--- src/rtl/addsub_pkg.sv ---
// ============================================================================
// addsub_pkg : shared width, state encoding and round-robin helper
// Rev 1.0
// ============================================================================
`default_nettype none

package addsub_pkg;

  localparam int DATA_W = 32;

  typedef enum logic [0:0] {
    IDLE = 1'b0,
    HOLD = 1'b1
  } state_e;

  function automatic int unsigned rr_next(input int unsigned ptr, input int unsigned n);
    return (ptr + 1 >= n) ? 0 : ptr + 1;
  endfunction

endpackage

`default_nettype wire

--- src/rtl/addsub_arbiter_if.sv ---
// ============================================================================
// addsub_arbiter_if : requester-side and consumer-side handshake bundle
// Optional rsp_ovf present when ADDSUB_ARB_OVF_EN is defined. Rev 1.0
// ============================================================================
`default_nettype none

interface addsub_arbiter_if #(
  parameter int NREQ = 4,
  parameter int IDW  = 2
);
  import addsub_pkg::*;

  logic [NREQ-1:0]        req_valid;
  logic [NREQ-1:0]        req_ready;
  logic [DATA_W*NREQ-1:0] req_x;
  logic [DATA_W*NREQ-1:0] req_y;
  logic [NREQ-1:0]        req_sub;
  logic                   rsp_valid;
  logic                   rsp_ready;
  logic [IDW-1:0]         rsp_id;
  logic [DATA_W-1:0]      rsp_s;
  logic                   rsp_cout;
`ifdef ADDSUB_ARB_OVF_EN
  logic                   rsp_ovf;
`endif

  modport master (
    output req_valid, req_x, req_y, req_sub, rsp_ready,
`ifdef ADDSUB_ARB_OVF_EN
    input  rsp_ovf,
`endif
    input  req_ready, rsp_valid, rsp_id, rsp_s, rsp_cout
  );

  modport slave (
    input  req_valid, req_x, req_y, req_sub, rsp_ready,
`ifdef ADDSUB_ARB_OVF_EN
    output rsp_ovf,
`endif
    output req_ready, rsp_valid, rsp_id, rsp_s, rsp_cout
  );

endinterface

`default_nettype wire

--- src/rtl/ADDSUB_32.sv ---
// ============================================================================
// ADDSUB_32 : 32-bit adder/subtractor, S = X + (Y ^ {32{Sub}}) + Sub
// Rev 1.0
// ============================================================================
`default_nettype none

module ADDSUB_32 (
  input  logic [31:0] X,
  input  logic [31:0] Y,
  input  logic        Sub,
  output logic [31:0] S,
  output logic        Cout
);

  assign {Cout, S} = {1'b0, X} + {1'b0, Y ^ {32{Sub}}} + {32'd0, Sub};

endmodule

`default_nettype wire

--- src/rtl/rr_picker.sv ---
// ============================================================================
// rr_picker : first valid requester at or after ptr, wrapping NREQ-1 -> 0
// Rev 1.0
// ============================================================================
`default_nettype none

module rr_picker #(
  parameter int NREQ = 4,
  parameter int IDW  = 2
) (
  input  logic [NREQ-1:0] valid,
  input  logic [IDW-1:0]  ptr,
  output logic [NREQ-1:0] grant,
  output logic [IDW-1:0]  gidx,
  output logic            any
);

  localparam int c_iw = IDW + 1;

  logic [IDW:0] w_idx;

  // ptr + k never exceeds 2*NREQ-2, so one conditional subtract wraps it
  always_comb begin
    grant = '0;
    gidx  = '0;
    any   = 1'b0;
    w_idx = '0;
    for (int k = 0; k < NREQ; k++) begin
      w_idx = {1'b0, ptr} + c_iw'(k);
      if (w_idx >= c_iw'(NREQ)) begin
        w_idx = w_idx - c_iw'(NREQ);
      end
      if (!any && valid[w_idx[IDW-1:0]]) begin
        any                  = 1'b1;
        gidx                 = w_idx[IDW-1:0];
        grant[w_idx[IDW-1:0]] = 1'b1;
      end
    end
  end

endmodule

`default_nettype wire

--- src/rtl/addsub_arbiter.sv ---
// ============================================================================
// addsub_arbiter : round-robin share of one ADDSUB_32 across NREQ requesters
// Optional signed-overflow output under ADDSUB_ARB_OVF_EN. Rev 1.0
// ============================================================================
`default_nettype none

module addsub_arbiter
  import addsub_pkg::*;
#(
  parameter int NREQ = 4,
  parameter int IDW  = 2
) (
  input  logic             clk,
  input  logic             rst,
  addsub_arbiter_if.slave  bus
);

  localparam logic [0:0] S_IDLE = IDLE;
  localparam logic [0:0] S_HOLD = HOLD;

  logic [0:0]        r_state;
  logic [IDW-1:0]    r_ptr;
  logic [IDW-1:0]    r_id;
  logic [DATA_W-1:0] r_s;
  logic              r_cout;

  logic [NREQ-1:0]   w_grant;
  logic [IDW-1:0]    w_gidx;
  logic              w_any;
  logic              w_accept;
  logic [DATA_W-1:0] w_xa [NREQ];
  logic [DATA_W-1:0] w_ya [NREQ];
  logic [DATA_W-1:0] w_x;
  logic [DATA_W-1:0] w_y;
  logic              w_sub;
  logic [DATA_W-1:0] w_s;
  logic              w_cout;

  for (genvar i = 0; i < NREQ; i++) begin : g_unpack
    assign w_xa[i] = bus.req_x[DATA_W*i +: DATA_W];
    assign w_ya[i] = bus.req_y[DATA_W*i +: DATA_W];
  end

  rr_picker #(.NREQ(NREQ), .IDW(IDW)) u_picker (
    .valid (bus.req_valid),
    .ptr   (r_ptr),
    .grant (w_grant),
    .gidx  (w_gidx),
    .any   (w_any)
  );

  // A held result blocks new grants until the consumer takes it
  assign w_accept      = w_any && ((r_state == S_IDLE) || bus.rsp_ready);
  assign bus.req_ready = w_accept ? w_grant : '0;

  assign w_x   = w_xa[w_gidx];
  assign w_y   = w_ya[w_gidx];
  assign w_sub = bus.req_sub[w_gidx];

  ADDSUB_32 u_addsub (
    .X    (w_x),
    .Y    (w_y),
    .Sub  (w_sub),
    .S    (w_s),
    .Cout (w_cout)
  );

  always_ff @(posedge clk or posedge rst) begin
    if (rst) begin
      r_state <= S_IDLE;
      r_ptr   <= '0;
      r_id    <= '0;
      r_s     <= '0;
      r_cout  <= 1'b0;
    end else if (w_accept) begin
      r_state <= S_HOLD;
      r_ptr   <= IDW'(rr_next(32'(w_gidx), NREQ));
      r_id    <= w_gidx;
      r_s     <= w_s;
      r_cout  <= w_cout;
    end else if ((r_state == S_HOLD) && bus.rsp_ready) begin
      r_state <= S_IDLE;
    end
  end

  assign bus.rsp_valid = (r_state == S_HOLD);
  assign bus.rsp_id    = r_id;
  assign bus.rsp_s     = r_s;
  assign bus.rsp_cout  = r_cout;

`ifdef ADDSUB_ARB_OVF_EN
  logic              r_ovf;
  logic [DATA_W-1:0] w_yeff;
  logic              w_ovf;

  assign w_yeff = w_y ^ {DATA_W{w_sub}};
  assign w_ovf  = (w_x[DATA_W-1] == w_yeff[DATA_W-1]) && (w_s[DATA_W-1] != w_x[DATA_W-1]);

  always_ff @(posedge clk or posedge rst) begin
    if (rst) begin
      r_ovf <= 1'b0;
    end else if (w_accept) begin
      r_ovf <= w_ovf;
    end
  end

  assign bus.rsp_ovf = r_ovf;
`endif

endmodule

`default_nettype wire

--- src/flat_wrapper.sv ---
// flat-port wrapper written by rule: the top's interface ports become plain ports
module addsub_arbiter_flat import addsub_pkg::*;
#(
  parameter int NREQ = 4,
  parameter int IDW  = 2
)
  (clk, rst, bus_req_valid, bus_req_x, bus_req_y, bus_req_sub, bus_rsp_ready, bus_req_ready, bus_rsp_valid, bus_rsp_id, bus_rsp_s, bus_rsp_cout);
  addsub_arbiter_if #(.NREQ(NREQ), .IDW(IDW)) bus_i ();
  input  logic clk;
  input  logic rst;
  input wire logic [$bits(bus_i.req_valid)-1:0] bus_req_valid;
  input wire logic [$bits(bus_i.req_x)-1:0] bus_req_x;
  input wire logic [$bits(bus_i.req_y)-1:0] bus_req_y;
  input wire logic [$bits(bus_i.req_sub)-1:0] bus_req_sub;
  input wire logic [$bits(bus_i.rsp_ready)-1:0] bus_rsp_ready;
  output wire logic [$bits(bus_i.req_ready)-1:0] bus_req_ready;
  output wire logic [$bits(bus_i.rsp_valid)-1:0] bus_rsp_valid;
  output wire logic [$bits(bus_i.rsp_id)-1:0] bus_rsp_id;
  output wire logic [$bits(bus_i.rsp_s)-1:0] bus_rsp_s;
  output wire logic [$bits(bus_i.rsp_cout)-1:0] bus_rsp_cout;
  assign bus_i.req_valid = bus_req_valid;
  assign bus_i.req_x = bus_req_x;
  assign bus_i.req_y = bus_req_y;
  assign bus_i.req_sub = bus_req_sub;
  assign bus_i.rsp_ready = bus_rsp_ready;
  assign bus_req_ready = bus_i.req_ready;
  assign bus_rsp_valid = bus_i.rsp_valid;
  assign bus_rsp_id = bus_i.rsp_id;
  assign bus_rsp_s = bus_i.rsp_s;
  assign bus_rsp_cout = bus_i.rsp_cout;
  addsub_arbiter #(.NREQ(NREQ), .IDW(IDW)) u_core (.clk(clk), .rst(rst), .bus(bus_i));
endmodule
--- config.mk ---
export PLATFORM = sky130hd
export DESIGN_NAME = addsub_arbiter_flat
export DESIGN_NICKNAME = d
export VERILOG_FILES = /design/src/rtl/addsub_pkg.sv /design/src/rtl/addsub_arbiter_if.sv /design/src/rtl/ADDSUB_32.sv /design/src/rtl/rr_picker.sv /design/src/rtl/addsub_arbiter.sv /design/src/flat_wrapper.sv
export SDC_FILE = /design/constraint.sdc
export NUM_CORES = 1
export LEC_CHECK = 0
export BUFFER_PORTS_ARGS = -buffer_cell sky130_fd_sc_hd__buf_4
export CAP_MARGIN = 20
export CORE_AREA = 2 2 119 121
export DETAILED_ROUTE_END_ITERATION = 12
export DIE_AREA = 0 0 121 123
export GPL_TIMING_DRIVEN = 0
export MAX_ROUTING_LAYER = met4
export PLACE_DENSITY = 0.77
export SLEW_MARGIN = 30
export SYNTH_ARGS = -nofsm -noshare
export SYNTH_HDL_FRONTEND = slang
export SYNTH_SLANG_ARGS = --single-unit
--- constraint.sdc ---
create_clock -name clk -period 8.7 [get_ports clk]
set_input_delay 2.61 -clock clk [delete_from_list [all_inputs] [get_ports clk]]
set_output_delay 2.61 -clock clk [all_outputs]
set_load 0.02 [all_outputs]
==> flow_summary_export.csv, run 1 <==
group,metric,value,unit
run_status,run_status,"complete, no violations",
placed_design,dp_cells,1319,
placed_design,place_congestion,0.997,
final_layout,layout_commonest_cell,"buf_4",
global_routing,grt_max_degree,39,
synth,yosysWarnings,0,
final_layout,seq_area,951,µm²
setup_path,startpoint_type,"input port",
timing,post-route-worst-setup-slack,348,ps
timing,holdWs,477,ps
synth,synth_cell_types,66,
routing,first_pass_iters,5,
synth,ys_seq_area_frac,0.162,
placed_design,io_buffers,304,
final_layout,instances_no_fill,1325,
clock_network,root_buffer,"clkbuf_16",
timing,post-route-period-util,0.960,
synth,ys_seq_elements,38,
routing,via_count,7552,
setup_path,worstPathMaxFanout,10,
final_layout,nNetsFinal,1451,
setup_path,r2r_cells,26,
die,fp.dieW,121,µm
die,core.rowCount,43,
clock_network,clkLatencyLatePin,280,ps
setup_path,cp-end-kind,"flop",
flow_run,cap_violations,0,
synth,syn_nets,1142,
die,dieHeight,123,µm
global_routing,grtUsageTotal,0.337,
die,core-area,13600,µm²
clock_network,cts_hold_buffers,0,
final_layout,multi_input_area,4580,µm²
setup_path,critical_path_required,8900,ps
routing,routed_wl,25.5,mm
final_layout,fillerInstances,1303,
final_layout,syn2layout_area_growth,46.3,%
synth,syn_avg_cell_area,7.05,µm²
die,pin_count,307,
timing,rsz0062_at_grt,"no",
clock_network,cts_setup_buffers,0,
timing,max_freq,0.120,GHz
routing,drt-wirelength-per-cell,19.2,µm
synth,synth-edff-count,0,
final_layout,drive_gt1_frac,0.300,
timing,slew_headroom,0.399,
timing,final.min_clock_period,8350,ps
synth,netlist_instances,835,
synth,synth_top_flop_cell,"dfrtp_1",
placed_design,dpl_worst_slack,-370,ps
min_path,whs_path_depth,2,
routing,drt-initial-drc-count,636,
timing,hold_viol_final,0,
synth,synth-async-reset-ratio,1.00,
final_layout,n_antenna_cell,0,
clock_network,cts_buffers,5,
routing,ant_nets,0,
clock_network,htreeDepth,2,
clock_network,clk_path_buf_depth,2,
clock_network,cts_tree,"built",
placed_design,place_hpwl,21.4,mm
die,die-area,14900,µm²
setup_path,path_class,"in -> reg",
die,start_util,0.432,
min_path,hold_path_class,"reg -> reg",
clock_network,cts_sinks,38,
global_routing,grt_pass1_wl,38.2,mm
routing,vias_per_cell,5.70,
timing,max_slew.worst_pin.slew,890,ps
synth,netlist_area,5880,µm²
timing,slew_viol_final,0,
timing,setup_viol,0,
global_routing,antenna_found_initial,0,
final_layout,layout_common_cells,"buf_4, nand2_1, a31oi_1",
setup_path,arrival,8550,ps
final_layout,post-route-util,0.632,
global_routing,grt_pass1_vias,7011,
clock_network,clkTransAtPathRegs,60,ps
global_routing,grt-ovfl-total,0,
timing,finalClockSkew,3.59,ps
routing,drc,0,
cell families (layout without fill, tap and decap cells):
group                    Yosys count  count (layout)  share of synthesized area
AO/OA/AOI/OAI                    283             283                      0.328
XOR/XNOR                          56              56                     0.0834
adder cells (fa/ha/maj)           40              40                     0.0863
buffers and inverters             90             400                     0.0638
flip-flops                        38              38                      0.162
multiplexers                      11              11                     0.0283
AND/OR/NAND/NOR                  317             317                      0.248
synthesized netlist by cell type (all sizes together) (4+ instances only):
cell type,number,share of area
dfrtp,38,0.16
nand3,12,0.010
o21bai,11,0.014
ha,39,0.083
nand2,179,0.11
clkbuf,51,0.033
o311ai,4,0.010
a21o,19,0.024
nor3,11,0.0094
a22oi,4,0.0051
nor2,22,0.014
inv,21,0.014
a221oi,5,0.0074
o211ai,4,0.0051
mux2i,5,0.0085
xnor2,47,0.070
o31ai,9,0.011
o21ai,41,0.036
mux4,4,0.015
buf,18,0.017
a21oi,35,0.032
a211oi,63,0.080
a31oi,66,0.070
and2,64,0.068
nand2b,5,0.0053
nand4,8,0.0085
o21a,5,0.0064
xor2,9,0.013
critical path: stages:
cell and delay, ps:
buf_4 110, buf_2 170, mux4_2 470, nor2b_2 170, buf_6 140, or2_4 250, a21oi_2 390, clkbuf_1 430
clkbuf_1 500, a211oi_1 150, a31oi_1 400, fa_1 300, a21o_1 130, a21oi_1 90, o21bai_1 150, a21oi_1 110
o21bai_1 270, a221oi_2 140, o41ai_1 750, a211oi_1 230, o21bai_1 260, a2111oi_0 130, nor3_1 200
metal layers:
metal / global-route usage / vias up / wire length [µm]
met4: 0.0967 / 0 / 660
met3: 0.0563 / 49 / 1980
met5: - / - / 0
met2: 0.515 / 357 / 11600
met1: 0.460 / 3514 / 11200
li1: - / 3632 / -
flip-flops by register name (all words and copies together), names as in the netlist:
name	count
u_core.bus.rsp_cout	1
u_core.bus.rsp_id	2
u_core.bus.rsp_s	32
u_core.bus.rsp_valid	1
u_core.r_ptr	2
cell type report:
cell class	count	share of cell area
flip-flops and latches	38	0.110
clock inverters	2	0.00698
repair buffers	304	0.265
plain buffers	67	0.0337
multi-input cells	707	0.532
well taps	180	0.0262
inverters	21	0.00945
clock buffers	6	0.0161
path summary, 6_finish.rpt:
| path | from | end | slack, ps |
|---|---|---|---|
| min | u_core.bus.rsp_s[28] | u_core.bus.rsp_s[28] | 480 |
| max in group asynchronous | rst | u_core.bus.rsp_id[1] | 5710 |
| max | bus_req_valid[0] | u_core.bus.rsp_cout | 350 |
| min reg2reg | u_core.bus.rsp_s[28] | u_core.bus.rsp_s[28] | 480 |
| max reg2reg | u_core.r_ptr[1] | u_core.bus.rsp_cout | 1670 |
| min in group asynchronous | rst | u_core.bus.rsp_s[10] | 2490 |
repair_timing:
action | in CTS | in global routing
endpoints found under the setup margin | 1 | 6
pin swaps | 0 | 0
gates resized for setup | 0 | 9
stage by stage:
step                TNS [ps]  area, µm²
global placement        -621       8390
finish                     0       8610
global route               0       8610
floorplan                  0       5880
CTS                        0       8590
detailed placement      -874       8390
Power of run 1 is left out: the tool's default activity adds up to more than one toggle a clock period on the data nets, which glitch-free logic cannot reach.
==> run 2, diff against run 1 <==
- REMOVE_ABC_BUFFERS: default -> 1
==> flow_summary_export.csv, run 2 (synthesized netlist as in run 1, its figures left out) <==
group,metric,value,unit
timing,hold_viol_final,0,
global_routing,grt-ovfl-total,0,
die,die-area,14900,µm²
final_layout,syn2layout_area_growth,47.5,%
clock_network,cts_buffers,5,
clock_network,htreeDepth,2,
timing,setup_viol,0,
die,core-area,13600,µm²
setup_path,startpoint_type,"input port",
setup_path,path_class,"in -> reg",
clock_network,clkTransAtPathRegs,60,ps
timing,slew_headroom,0.330,
setup_path,cp-end-kind,"flop",
routing,drt-wirelength-per-cell,14.9,µm
final_layout,layout_common_cells,"buf_4, nand2_1, a31oi_1",
min_path,hold_path_class,"reg -> reg",
final_layout,layout_commonest_cell,"buf_4",
final_layout,fillerInstances,1273,
routing,first_pass_iters,6,
timing,rsz0062_at_grt,"no",
routing,drt-initial-drc-count,321,
clock_network,post_cts_resized,0,
final_layout,largest_reg_flops,32,
flow_run,cap_violations,0,
placed_design,io_buffers,306,
clock_network,root_buffer,"clkbuf_16",
setup_path,cp-startpoint,"bus_req_valid[1]",
placed_design,place_hpwl,15.1,mm
setup_path,worstPathMaxFanout,70,
final_layout,multi_input_area,4630,µm²
final_layout,drive_gt1_frac,0.325,
run_status,run_status,"complete, no violations",
timing,finalClockSkew,6.11,ps
die,dieHeight,123,µm
final_layout,n_antenna_cell,0,
routing,via_count,6989,
timing,max_slew.worst_pin.slew,1000,ps
clock_network,cts_tree,"built",
die,pin_count,307,
timing,final.min_clock_period,8220,ps
setup_path,arrival,8370,ps
clock_network,cts_hold_buffers,0,
clock_network,clkLatencyLatePin,280,ps
global_routing,antenna_found_initial,0,
global_routing,grtUsageTotal,0.246,
timing,slew_viol_final,0,
timing,max_freq,0.122,GHz
clock_network,cts_setup_buffers,0,
min_path,hp-start,"u_core.bus.rsp_s[11]",
routing,vias_per_cell,5.46,
die,start_util,0.432,
clock_network,clk_path_buf_depth,2,
global_routing,grt_pass1_wl,29.9,mm
die,fp.dieW,121,µm
final_layout,instances_no_fill,1280,
timing,post-route-period-util,0.945,
final_layout,nNetsFinal,1406,
setup_path,r2r_start,"u_core.r_ptr[0]",
setup_path,critical_path_required,8840,ps
die,core.rowCount,43,
global_routing,grt_max_degree,72,
routing,ant_nets,0,
routing,routed_wl,19.1,mm
placed_design,dp_cells,1271,
global_routing,grt_pass1_vias,6611,
routing,drc,0,
placed_design,place_congestion,0.886,
clock_network,cts_sinks,38,
final_layout,seq_area,951,µm²
run 2: cell types whose count changed in the layout (fill, tap and decap cells not counted), sizes merged:
| cell | delta |
|---|---|
| buf | +5 |
| bufinv | -1 |
| clkbuf | -52 |
| a21o | +1 |
| clkinv | +2 |
run 2: area by class of cell:
type	count	area share
clock buffers	5	0.0144
multi-input cells	708	0.533
inverters	21	0.00937
repair buffers	325	0.303
well taps	180	0.0259
flip-flops and latches	38	0.110
clock inverters	3	0.00461
run 2: per-stage QoR:
stage / area [µm²] / hold WS [ps] / setup WS (ps) / TNS (ps) / utilization
floorplan: 5590 / 583 / -10320 / -308210 / -
global placement: 8110 / 462 / -19910 / -615960 / 0.596
detailed placement: 8500 / 471 / -69.0 / -69.0 / 0.625
CTS: 8670 / 486 / 224 / 0 / 0.637
global route: 8680 / 500 / 75.7 / 0 / 0.638
finish: 8680 / 478 / 476 / 0 / 0.638
run 2: worst paths after layout:
check / to / slack (ps) / cells past startpoint
worst max-delay path: u_core.bus.rsp_cout / 480 / 22
worst max register to register: u_core.bus.rsp_cout / 970 / 23
max in group asynchronous: u_core.bus.rsp_s[9] / 5800 / 3
min in group asynchronous: u_core.bus.rsp_s[30] / 2400 / 2
worst min-delay path: u_core.bus.rsp_s[11] / 480 / 2
worst min register to register: u_core.bus.rsp_s[11] / 480 / 2
run 2: per-layer routing:
layer  share of wire  routed length (µm)  up-vias  GRT usage
met3           0.055                1060       20     0.0300
met1            0.42                8080     3189      0.298
met4           0.019                 371        0     0.0509
met2            0.50                9610      241      0.439
met5               0                   0        -          -
li1                -                   -     3539          -
run 2: critical path, stage by stage:
cell,delay [ps]
buf_4,140
mux4_2,470
nand2b_1,220
a21oi_2,480
a21o_4,350
buf_16,270
mux2i_1,100
mux2_2,300
mux2_4,250
inv_4,60
fa_1,390
a21o_1,190
a21oi_1,210
o21bai_1,90
a21oi_1,220
o21bai_1,160
a221oi_2,420
o41ai_1,230
a211oi_1,350
o21bai_1,170
a2111oi_0,520
nor3_1,130
Power of run 2 is left out for the same reason.
